--- src/rtl/pipe_ex_pkg.sv ---
// Shared definitions for the exception/interrupt sequencer: ExcCode values and FSM encoding.
package pipe_ex_pkg;

  localparam logic [4:0] EXC_INT = 5'd0;
  localparam logic [4:0] EXC_SYS = 5'd8;
  localparam logic [4:0] EXC_BP  = 5'd9;
  localparam logic [4:0] EXC_RI  = 5'd10;
  localparam logic [4:0] EXC_OV  = 5'd12;

  typedef enum logic [1:0] {
    IDLE     = 2'd0,
    FLUSH    = 2'd1,
    REDIRECT = 2'd2
  } ex_state_e;

endpackage

--- src/rtl/int_sync.sv ---
// SYNC_STAGES-deep synchronizer for the two asynchronous external interrupt lines.
module int_sync #(
  parameter int SYNC_STAGES = 2
) (
  input  logic       clk,
  input  logic       rst_n,
  input  logic [1:0] d,
  output logic [1:0] q
);

  logic [SYNC_STAGES-1:0][1:0] chain_q, chain_d;

  always_comb begin
    chain_d = {chain_q[SYNC_STAGES-2:0], d};
  end

  always_ff @(posedge clk or negedge rst_n) begin
    if (!rst_n) chain_q <= '0;
    else        chain_q <= chain_d;
  end

  assign q = chain_q[SYNC_STAGES-1];

endmodule

--- src/rtl/pipe_ex_ctrl.sv ---
// Exception/interrupt/ERET sequencer taken at WB: cancels the commit, flushes the pipe,
// writes CP0 and redirects IF through a held request/ack handshake.
module pipe_ex_ctrl
  import pipe_ex_pkg::*;
#(
  parameter logic [31:0] EX_VECTOR    = 32'h0040_0004,
  parameter int          FLUSH_CYCLES = 2,
  parameter int          SYNC_STAGES  = 2
) (
  input  logic        clk,
  input  logic        rst,
  input  logic [1:0]  interrupt,
  input  logic        wb_valid,
  input  logic        ex_wb,
  input  logic [4:0]  ex_code_wb,
  input  logic        eret_wb,
  input  logic        branch_delay_wb,
  input  logic [31:0] pc_wb,
  input  logic        cp0_ie,
  input  logic        cp0_exl,
  input  logic [7:0]  cp0_int_mask,
  input  logic [31:0] cp0_epc,
  input  logic        redirect_ack,
  output logic [7:0]  int_sig,
  output logic        wb_cancel,
  output logic        flush_if_id,
  output logic        flush_id_exe,
  output logic        flush_exe_mem,
  output logic        flush_mem_wb,
  output logic        cp0_ex_we,
  output logic [31:0] cp0_epc_wr,
  output logic [4:0]  cp0_code_wr,
  output logic        cp0_bd_wr,
  output logic        cp0_eret,
  output logic        redirect_valid,
  output logic [31:0] redirect_pc,
  output logic        busy
);

  ex_state_e   state_q, state_d;
  logic [3:0]  cnt_q, cnt_d;
  logic [31:0] target_q, target_d;
  logic [1:0]  int_sync_q;
  logic        int_pend, flush_all;
  logic [31:0] epc_calc;

  int_sync #(.SYNC_STAGES(SYNC_STAGES)) u_int_sync (
    .clk   (clk),
    .rst_n (rst),
    .d     (interrupt),
    .q     (int_sync_q)
  );

  assign int_sig  = {4'b0, int_sync_q, 2'b0};
  assign int_pend = (|(int_sig & cp0_int_mask)) & cp0_ie & ~cp0_exl;
  assign epc_calc = branch_delay_wb ? pc_wb - 32'd4 : pc_wb;

  always_comb begin
    state_d        = state_q;
    cnt_d          = cnt_q;
    target_d       = target_q;
    wb_cancel      = 1'b0;
    flush_all      = 1'b0;
    cp0_ex_we      = 1'b0;
    cp0_epc_wr     = '0;
    cp0_code_wr    = '0;
    cp0_bd_wr      = 1'b0;
    cp0_eret       = 1'b0;
    redirect_valid = 1'b0;
    redirect_pc    = '0;
    case (state_q)
      IDLE: begin
        if (wb_valid && (int_pend || ex_wb || eret_wb)) begin
          wb_cancel = 1'b1;
          flush_all = 1'b1;
          cnt_d     = 4'(FLUSH_CYCLES - 1);
          // The take cycle already counts as one flush cycle.
          state_d   = (FLUSH_CYCLES > 1) ? FLUSH : REDIRECT;
          if (int_pend || ex_wb) begin
            cp0_ex_we   = 1'b1;
            cp0_epc_wr  = epc_calc;
            cp0_code_wr = int_pend ? EXC_INT : ex_code_wb;
            cp0_bd_wr   = branch_delay_wb;
            target_d    = EX_VECTOR;
          end else begin
            cp0_eret = 1'b1;
            target_d = cp0_epc;
          end
        end
      end
      FLUSH: begin
        flush_all = 1'b1;
        cnt_d     = cnt_q - 4'd1;
        if (cnt_q <= 4'd1) state_d = REDIRECT;
      end
      REDIRECT: begin
        redirect_valid = 1'b1;
        redirect_pc    = target_q;
        if (redirect_ack) state_d = IDLE;
      end
      default: state_d = IDLE;
    endcase
  end

  always_ff @(posedge clk or negedge rst) begin
    if (!rst) begin
      state_q  <= IDLE;
      cnt_q    <= '0;
      target_q <= '0;
    end else begin
      state_q  <= state_d;
      cnt_q    <= cnt_d;
      target_q <= target_d;
    end
  end

  assign flush_if_id   = flush_all;
  assign flush_id_exe  = flush_all;
  assign flush_exe_mem = flush_all;
  assign flush_mem_wb  = flush_all;
  assign busy          = (state_q != IDLE);

endmodule

--- config.mk ---
export PLATFORM = sky130hd
export DESIGN_NAME = pipe_ex_ctrl
export DESIGN_NICKNAME = d
export VERILOG_FILES = /design/src/rtl/pipe_ex_pkg.sv /design/src/rtl/int_sync.sv /design/src/rtl/pipe_ex_ctrl.sv
export SDC_FILE = /design/constraint.sdc
export NUM_CORES = 1
export LEC_CHECK = 0
export CAP_MARGIN = 20
export CORE_MARGIN = 4
export CORE_UTILIZATION = 35
export CTS_CLUSTER_SIZE = 8
export DETAILED_ROUTE_END_ITERATION = 12
export PLACE_DENSITY = 0.75
export SLEW_MARGIN = 40
export SYNTH_ARGS = -nofsm -noshare
export SYNTH_HDL_FRONTEND = slang
export SYNTH_HIERARCHICAL = 1
export SYNTH_SLANG_ARGS = --single-unit
--- constraint.sdc ---
create_clock -name clk -period 4 [get_ports clk]
set_input_delay 0.8 -clock clk [delete_from_list [all_inputs] [get_ports clk]]
set_output_delay 0.8 -clock clk [all_outputs]
set_load 0.05 [all_outputs]
==> results of run 1 <==
area by class of cell:
type	count	area [um2]	area share (%)
Tap cell	102	128	2.47
Inverter	40	150	2.90
Clock buffer	6	72.6	1.40
Clock inverter	2	37.5	0.726
Multi-Input combinational cell	256	1560	30.1
Sequential cell	42	1050	20.3
Timing Repair Buffer	176	2170	42.1
cell families (layout without fill, tap and decap cells):
group | count (synthesis) | in the layout | share of synthesized area [%]
buffers and inverters | 74 | 224 | 11.0
multiplexers | 2 | 2 | 0.737
other | 1 | 6 | 0.130
adder cells (fa/ha/maj) | 3 | 3 | 1.30
XOR/XNOR | 12 | 12 | 3.64
AND/OR/NAND/NOR | 157 | 157 | 31.3
flip-flops | 42 | 42 | 36.4
AO/OA/AOI/OAI | 76 | 76 | 15.5
per-stage QoR:
step	setup WS [ns]	power (uW)	util (%)	hold slack, ns	area [um2]
2_1_floorplan	0.312	1410	-	0.331	2910
3_3_place_gp	0.213	1940	64.1	0.337	5060
3_5_place_dp	0.209	1980	64.1	0.335	5060
4_1_cts	0.203	2310	65.5	0.354	5170
5_1_grt	0.0211	2420	65.5	0.359	5170
6_report	0.203	2300	65.5	0.352	5170
worst paths after layout:
kind / slack, ns / from / to / depth (start not counted)
max in group asynchronous: 3.15 / rst / target_q[13] / 1
worst max-delay path: 0.20 / pc_wb[2] / cp0_epc_wr[24] / 9
worst min-delay path: 0.35 / u_int_sync/chain_d[2] / u_int_sync/q[0] / 0
min in group asynchronous: 0.47 / rst / target_q[24] / 1
worst max register to register: 1.83 / state_q[0] / target_q[10] / 6
worst min register to register: 0.35 / u_int_sync/chain_d[2] / u_int_sync/q[0] / 0
critical path: stages:
cell and delay (ns):
clkdlybuf4s50_1 0.49, inv_1 0.11, ha_1 0.18, nor2b_1 0.23, nand4_1 0.11, buf_4 0.20, or4_1 0.40, a21oi_1 0.28
buf_12 0.18
registers in the layout, summed over array words and instances (netlist names):
| signal | cells |
|---|---|
| u_int_sync/q | 2 |
| state_q | 2 |
| cnt_q | 4 |
| u_int_sync/chain_d | 2 |
| target_q | 32 |
placed cells by master, fill, tap and decap left out, types with 2 or more instances in the layout:
master | netlist | final
a21oi_1 | 18 | 18
a22o_1 | 3 | 3
and2_1 | 10 | 10
and3_1 | 2 | 2
buf_12 | 0 | 45
buf_4 | 10 | 15
clkbuf_8 | 0 | 5
clkdlybuf4s50_1 | 0 | 116
conb_1 | 1 | 6
dfrtp_1 | 42 | 42
ha_1 | 3 | 3
inv_1 | 40 | 39
nand2_1 | 9 | 9
nand2b_1 | 5 | 5
nand3_1 | 5 | 5
nand3b_1 | 2 | 2
nand4_1 | 32 | 32
nand4b_1 | 6 | 6
nor2_1 | 49 | 49
nor2b_1 | 2 | 2
nor3_1 | 4 | 4
nor4_1 | 2 | 2
o21a_1 | 2 | 2
o21ai_0 | 32 | 32
o22ai_1 | 2 | 2
o31ai_1 | 15 | 15
or2_2 | 2 | 2
or3_1 | 4 | 4
or4_1 | 14 | 14
xnor2_1 | 3 | 3
xor2_1 | 9 | 9
per-layer routing:
layer | GRT usage, % | up-vias
met5 | 0 | -
met4 | 3.47 | 0
met3 | 5.59 | 8
met2 | 30.8 | 142
met1 | 23.6 | 1531
li1 | - | 1576
power breakdown:
| group | switching, uW | internal [uW] |
|---|---|---|
| clock | 145 | 186 |
| sequential | 69.4 | 574 |
| combinational | 787 | 534 |
==> reports/metrics.csv, run 1 <==
stage,metric,value,unit
route,Met3 Routed Length,943,um
timing,Clock Skew,0.00878,ns
timing,Final period util,94.9,%
die,Core ar.,7890,um2
placed_design,Routability Congestion,0.810,
clocking,post-cts sizing count,0,
route,Vias,3257,
clocking,clock edge transition at the registers on the reported setup and hold paths,0.08,ns
pwr,PD cells,444,nW/um2
finish,final std cells w/o fill,624,
setup_path,Startpoint Class,input pin,
die,die area,9760,um2
route,per-cell routed wire length,15.0,um
clocking,clk root buf,clkbuf_8,
clocking,post-CTS setup buffers,0,
clocking,CTS buffer count,5,
placed_design,Port Buffer Count,162,
route,DR pass1 iterations,4,
synthesis,largest cells by area after synthesis,"dfrtp_1 (36%), nand4_1 (6.9%), nor2_1 (6.4%)",
global_route,pin count of the biggest net entering global routing,43,
pwr,worst vdd ir,0.273,mV
clocking,maximum root-to-sink buffer count,2,
timing,Setup TNS,0,ns
synthesis,Synth Flop Type,dfrtp_1,
synthesis,top cell type by total area after synthesis,dfrtp_1,
setup_path,CP Capture Type,output port,
route,starting DRC count in detailed routing,73,
run_status,outcome,"finished, final reports clean",
synthesis,Synth Area per Inst,7.87,um2
route,Post-Route WL,9380,um
synthesis,Yosys cell types,46,
finish,Ant. Diodes,0,
synthesis,Gate Count Post-Synth,367,
timing,min Tclk post-route,3.80,ns
timing,Max Fclk,263,MHz
clocking,hold buffers post-CTS,0,
synthesis,synthesized area,2890,um2
global_route,first-pass GRT wire length,15100,um
timing,Max Transition Viols Final,0,
min_path,Worst Hold Class,reg2reg,
clocking,clk sink count,42,
die,Vert. Die Dim,98.8,um
clocking,CTS tree,done,
clocking,Skew-Pair Late Insertion Delay,0.29,ns
timing,final setup vio count,0,
synthesis,count of warnings emitted by yosys,6,
synthesis,Yosys top cell area share,36.4,%
route,drc violations,0,
timing,Tightest Pin Transition,0.546,ns
route,Vias/cell,5.22,
global_route,initial antenna violation count,0,
global_route,gr ovfl total,0,
setup_path,Worst EP required,3.20,ns
job,Max-Cap Viols,0,
finish,final net count,612,
route,Routed Antenna Nets,0,
synthesis,"FFs w/ async S/R, synth",100,%
synthesis,Synth top cells by count,"nor2_1 (49), dfrtp_1 (42), inv_1 (40)",
timing,final hold vios,0,
pwr,leakage,0.00200,uW
global_route,number of global-route vias before repair,3217,
die,# rows,32,
setup_path,CP Data Arrival Time,3.00,ns
placed_design,placed cells,616,
synthesis,most common cell in the netlist,nor2_1,
route,uppermost routed layer,met4,
setup_path,Crit Path Max Fanout,15,
synthesis,Yosys reg bits,42,
finish,Fillers,636,
timing,RSZ-0062 raised after global routing,false,
global_route,aggregate global-route resource usage,18.4,%
die,width of the die,98.8,um
placed_design,dpl hpwl,7180,um
clocking,CTS H-tree lvls,2,
route,metal1 wirelength,3940,um
synthesis,post-synthesis sequential area ratio,36.4,%
timing,max_slew headroom,63.5,%
finish,share of cells above drive strength 1,15.1,%
route,metal2 WL,4420,um
synthesis,Post-synth EDFFs,0,
setup_path,WS Path Type,in2out,
die,Starting Density,36.6,%
die,I/O pin count,175,
finish,Synth-to-Final Area Change,79.1,%
(Power assumes the default switching activity.)
==> run 2: changes to the inputs <==
Settings changed: ABC_CLOCK_PERIOD_IN_PS set to 4000.
==> results of run 2 <==
No change in the layout: final DEF, timing and power equal those of run 1.
==> run 3: changes to the inputs <==
Settings changed: CORE_UTILIZATION 35 to 40, GPL_TIMING_DRIVEN set to 0, PLACE_DENSITY 0.75 to 0.84.
==> run 3 against run 2 <==
Non-clock buffer count rose by 23. First-iteration DRC count did not move. Sequential share of layout area rose by 1.8 points. Maximum frequency fell by 3.3%. Combinational power fell by 11%. Largest power group unchanged. Power fell by 8.8%. Die area fell by 12%. Hold slack improved by 0.0096 ns. Flip-flop and latch count did not move. Final area fell by 8.3%. Critical path depth fell by 2. Worst setup slack got worse by 0.13 ns.
==> reports/metrics.csv, run 3 (synthesis gave the netlist of run 1 again) <==
stage,metric,value,unit,change
run_status,outcome,"finished, final reports clean",,unchanged
clocking,clock edge transition at the registers on the reported setup and hold paths,0.09,ns,was 0.08 ns
clocking,CTS H-tree lvls,2,,unchanged
route,Routed Antenna Nets,0,,unchanged
setup_path,Reg2Reg Depth,6,,unchanged
clocking,maximum root-to-sink buffer count,2,,unchanged
setup_path,Startpoint Class,input pin,,unchanged
pwr,Design Power,2090,uW,was 2300 uW
setup_path,Worst EP required,3.20,ns,about the same
route,Post-Route WL,9940,um,was 9380 um
clocking,Skew-Pair Late Insertion Delay,0.30,ns,was 0.29 ns
pwr,Sw Share,47.4,%,was 43.6%
finish,most flop-heavy register,target_q,,unchanged
timing,Tightest Pin Transition,0.548,ns,was 0.546 ns
clocking,clk sink count,42,,unchanged
setup_path,CP Data Arrival Time,3.13,ns,was 3.00 ns
die,Starting Density,41.8,%,was 36.6%
setup_path,Crit Path Max Fanout,10,,was 15
finish,share of cells above drive strength 1,10.5,%,was 15.1%
setup_path,slowest CP cell,clkdlybuf4s50_1,,unchanged
finish,Ant. Diodes,0,,unchanged
clocking,clk root buf,clkbuf_8,,unchanged
setup_path,Critical R2R Launch,state_q[0],,unchanged
min_path,worst hold endpoint,u_int_sync/q[1],,was u_int_sync/q[0]
route,Vias,3383,,was 3257
die,width of the die,93.0,um,was 98.8 um
setup_path,CP Cell Sequence,clkdlybuf4s50_1 > nor4_4 > nand2_1 > clkbuf_2 > or4_1 > a21oi_1 > buf_4,,was clkdlybuf4s50_1 > inv_1 > ha_1 > nor2b_1 > nand4_1 > buf_4 > or4_1 > a21oi_1 > buf_12
die,Core ar.,6910,um2,was 7890 um2
route,DR pass1 iterations,4,,unchanged
global_route,gr ovfl total,0,,unchanged
route,starting DRC count in detailed routing,73,,unchanged
pwr,clock share of power,13.3,%,was 14.4%
min_path,Hold Path Depth,0,,unchanged
global_route,aggregate global-route resource usage,22.9,%,was 18.4%
pwr,leakage,0.00197,uW,was 0.00200 uW
timing,max_slew headroom,63.3,%,was 63.5%
pwr,PD cells,442,nW/um2,was 444 nW/um2
setup_path,CP Capture Type,output port,,unchanged
finish,Top Registers,"target_q (32), cnt_q (4)",,unchanged
finish,max reg flops,32,,unchanged
timing,final setup vio count,0,,unchanged
global_route,number of global-route vias before repair,3478,,was 3217
finish,most frequent cells in the layout,"clkdlybuf4s50_1 (127), nor2_1 (49), dfrtp_1 (42), inv_1 (40)",,"was clkdlybuf4s50_1 (116), nor2_1 (49), buf_12 (45), dfrtp_1 (42), inv_1 (39)"
pwr,sequential share of power,30.2,%,was 28.1%
finish,"commonest non-fill, non-tap cell in the layout",clkdlybuf4s50_1,,unchanged
route,Vias/cell,5.28,,was 5.22
global_route,pin count of the biggest net entering global routing,43,,unchanged
die,# rows,30,,was 32
min_path,HP Start,u_int_sync/chain_d[3],,was u_int_sync/chain_d[2]
finish,Synth-to-Final Area Change,64.2,%,was 79.1%
setup_path,worst stage delay on the critical path,0.50,ns,was 0.49 ns
pwr,switching power,993,uW,was 1000 uW
route,per-cell routed wire length,15.5,um,was 15.0 um
pwr,worst vdd ir,0.355,mV,was 0.273 mV
global_route,initial antenna violation count,0,,unchanged
pwr,Pint,1100,uW,was 1290 uW
route,drc violations,0,,unchanged
finish,final std cells w/o fill,641,,was 624
timing,Clock Skew,0.0112,ns,was 0.00878 ns
setup_path,buffers plus inverters on the worst setup path,3,,was 4
finish,Fillers,578,,was 636
setup_path,R2R setup slack,1.63,ns,was 1.83 ns
pwr,part of the power in combinational logic,56.5,%,was 57.5%
min_path,Worst Hold Class,reg2reg,,unchanged
placed_design,Routability Congestion,0.866,,was 0.810
timing,Max Transition Viols Final,0,,unchanged
timing,final hold vios,0,,unchanged
setup_path,crit-path leading delay family,simple AND/OR/NAND/NOR gates,,was buffers and inverters
placed_design,Port Buffer Count,161,,was 162
clocking,hold buffers post-CTS,0,,unchanged
job,Max-Cap Viols,0,,unchanged
timing,min Tclk post-route,3.93,ns,was 3.80 ns
placed_design,placed cells,629,,was 616
die,die area,8640,um2,was 9760 um2
finish,final net count,635,,was 612
die,Vert. Die Dim,93.0,um,was 98.8 um
setup_path,FF-to-FF End,target_q[21],,was target_q[10]
timing,Final period util,98.1,%,was 94.9%
setup_path,WS Path Type,in2out,,unchanged
clocking,CTS tree,done,,unchanged
global_route,first-pass GRT wire length,16200,um,was 15100 um
die,I/O pin count,175,,unchanged
timing,Max Fclk,255,MHz,was 263 MHz
clocking,CTS buffer count,5,,unchanged
placed_design,dpl hpwl,7710,um,was 7180 um
## run 3: cell type report
class                      instances  area, um2  area share [%]
timing repair buffer             165       1590            33.5
buffer                            34        174            3.67
clock buffer                       5       68.8            1.45
inverter                          40        150            3.17
sequential                        42       1050            22.2
tap                               96        120            2.53
multi-input combinational        256       1570            33.1
clock inverter                     3       21.3           0.449
## run 3: timing repair
| item | in CTS | in global routing |
|---|---|---|
| endpoints found under the setup margin | 34 | 21 |
| pin swaps | 1 | 1 |
| setup buffers | 2 | 2 |
| resized for setup | 82 | 38 |
## run 3: per-layer routing
layer / wire, um / GRT usage [%]
met4: 233 / 9.40
met5: 0 / 0
met3: 1120 / 7.07
met1: 3870 / 26.4
met2: 4720 / 39.1
## run 3: worst max path at each step
stage	from	end	slack [ns]	depth (start not counted)
floorplan	pc_wb[3]	cp0_epc_wr[30]	0.31	7
global placement	pc_wb[2]	cp0_epc_wr[30]	-0.74	9
detailed placement	pc_wb[2]	cp0_epc_wr[30]	-0.82	9
CTS	pc_wb[2]	cp0_epc_wr[28]	0.002	9
global route	pc_wb[9]	cp0_epc_wr[25]	-0.004	7
finish	pc_wb[9]	cp0_epc_wr[25]	0.07	7
## run 3: through the flow
| step | setup slack [ns] | cell area [um2] | setup TNS (ns) | hold slack, ns | utilization [%] |
|---|---|---|---|---|---|
| 2_1_floorplan | 0.312 | 2910 | 0 | 0.331 | - |
| 3_3_place_gp | -0.738 | 4640 | -14.55 | 0.334 | 67.1 |
| 3_5_place_dp | -0.818 | 4640 | -11.36 | 0.341 | 67.2 |
| 4_1_cts | 0.00194 | 4730 | 0 | 0.363 | 68.4 |
| 5_1_grt | -0.00395 | 4740 | -0.00418 | 0.372 | 68.6 |
| 6_report | 0.0748 | 4740 | 0 | 0.362 | 68.6 |
## run 3: worst register-to-register path, delay by kind of cell, from the launching register on
family | cells | cell delay [ns]
compound gates | 2 | 0.60
buf+inv | 2 | 0.57
flops | 1 | 0.36
simple gates | 2 | 0.69
## run 3: power by group through the flow
stage,Combinational [uW],Clock [uW],Sequential [uW]
final,1180,278,632
after global routing,1280,306,648
after CTS,1190,285,633
after detailed placement,1200,0,641
after global placement,1170,0,635
after floorplan,785,0,627
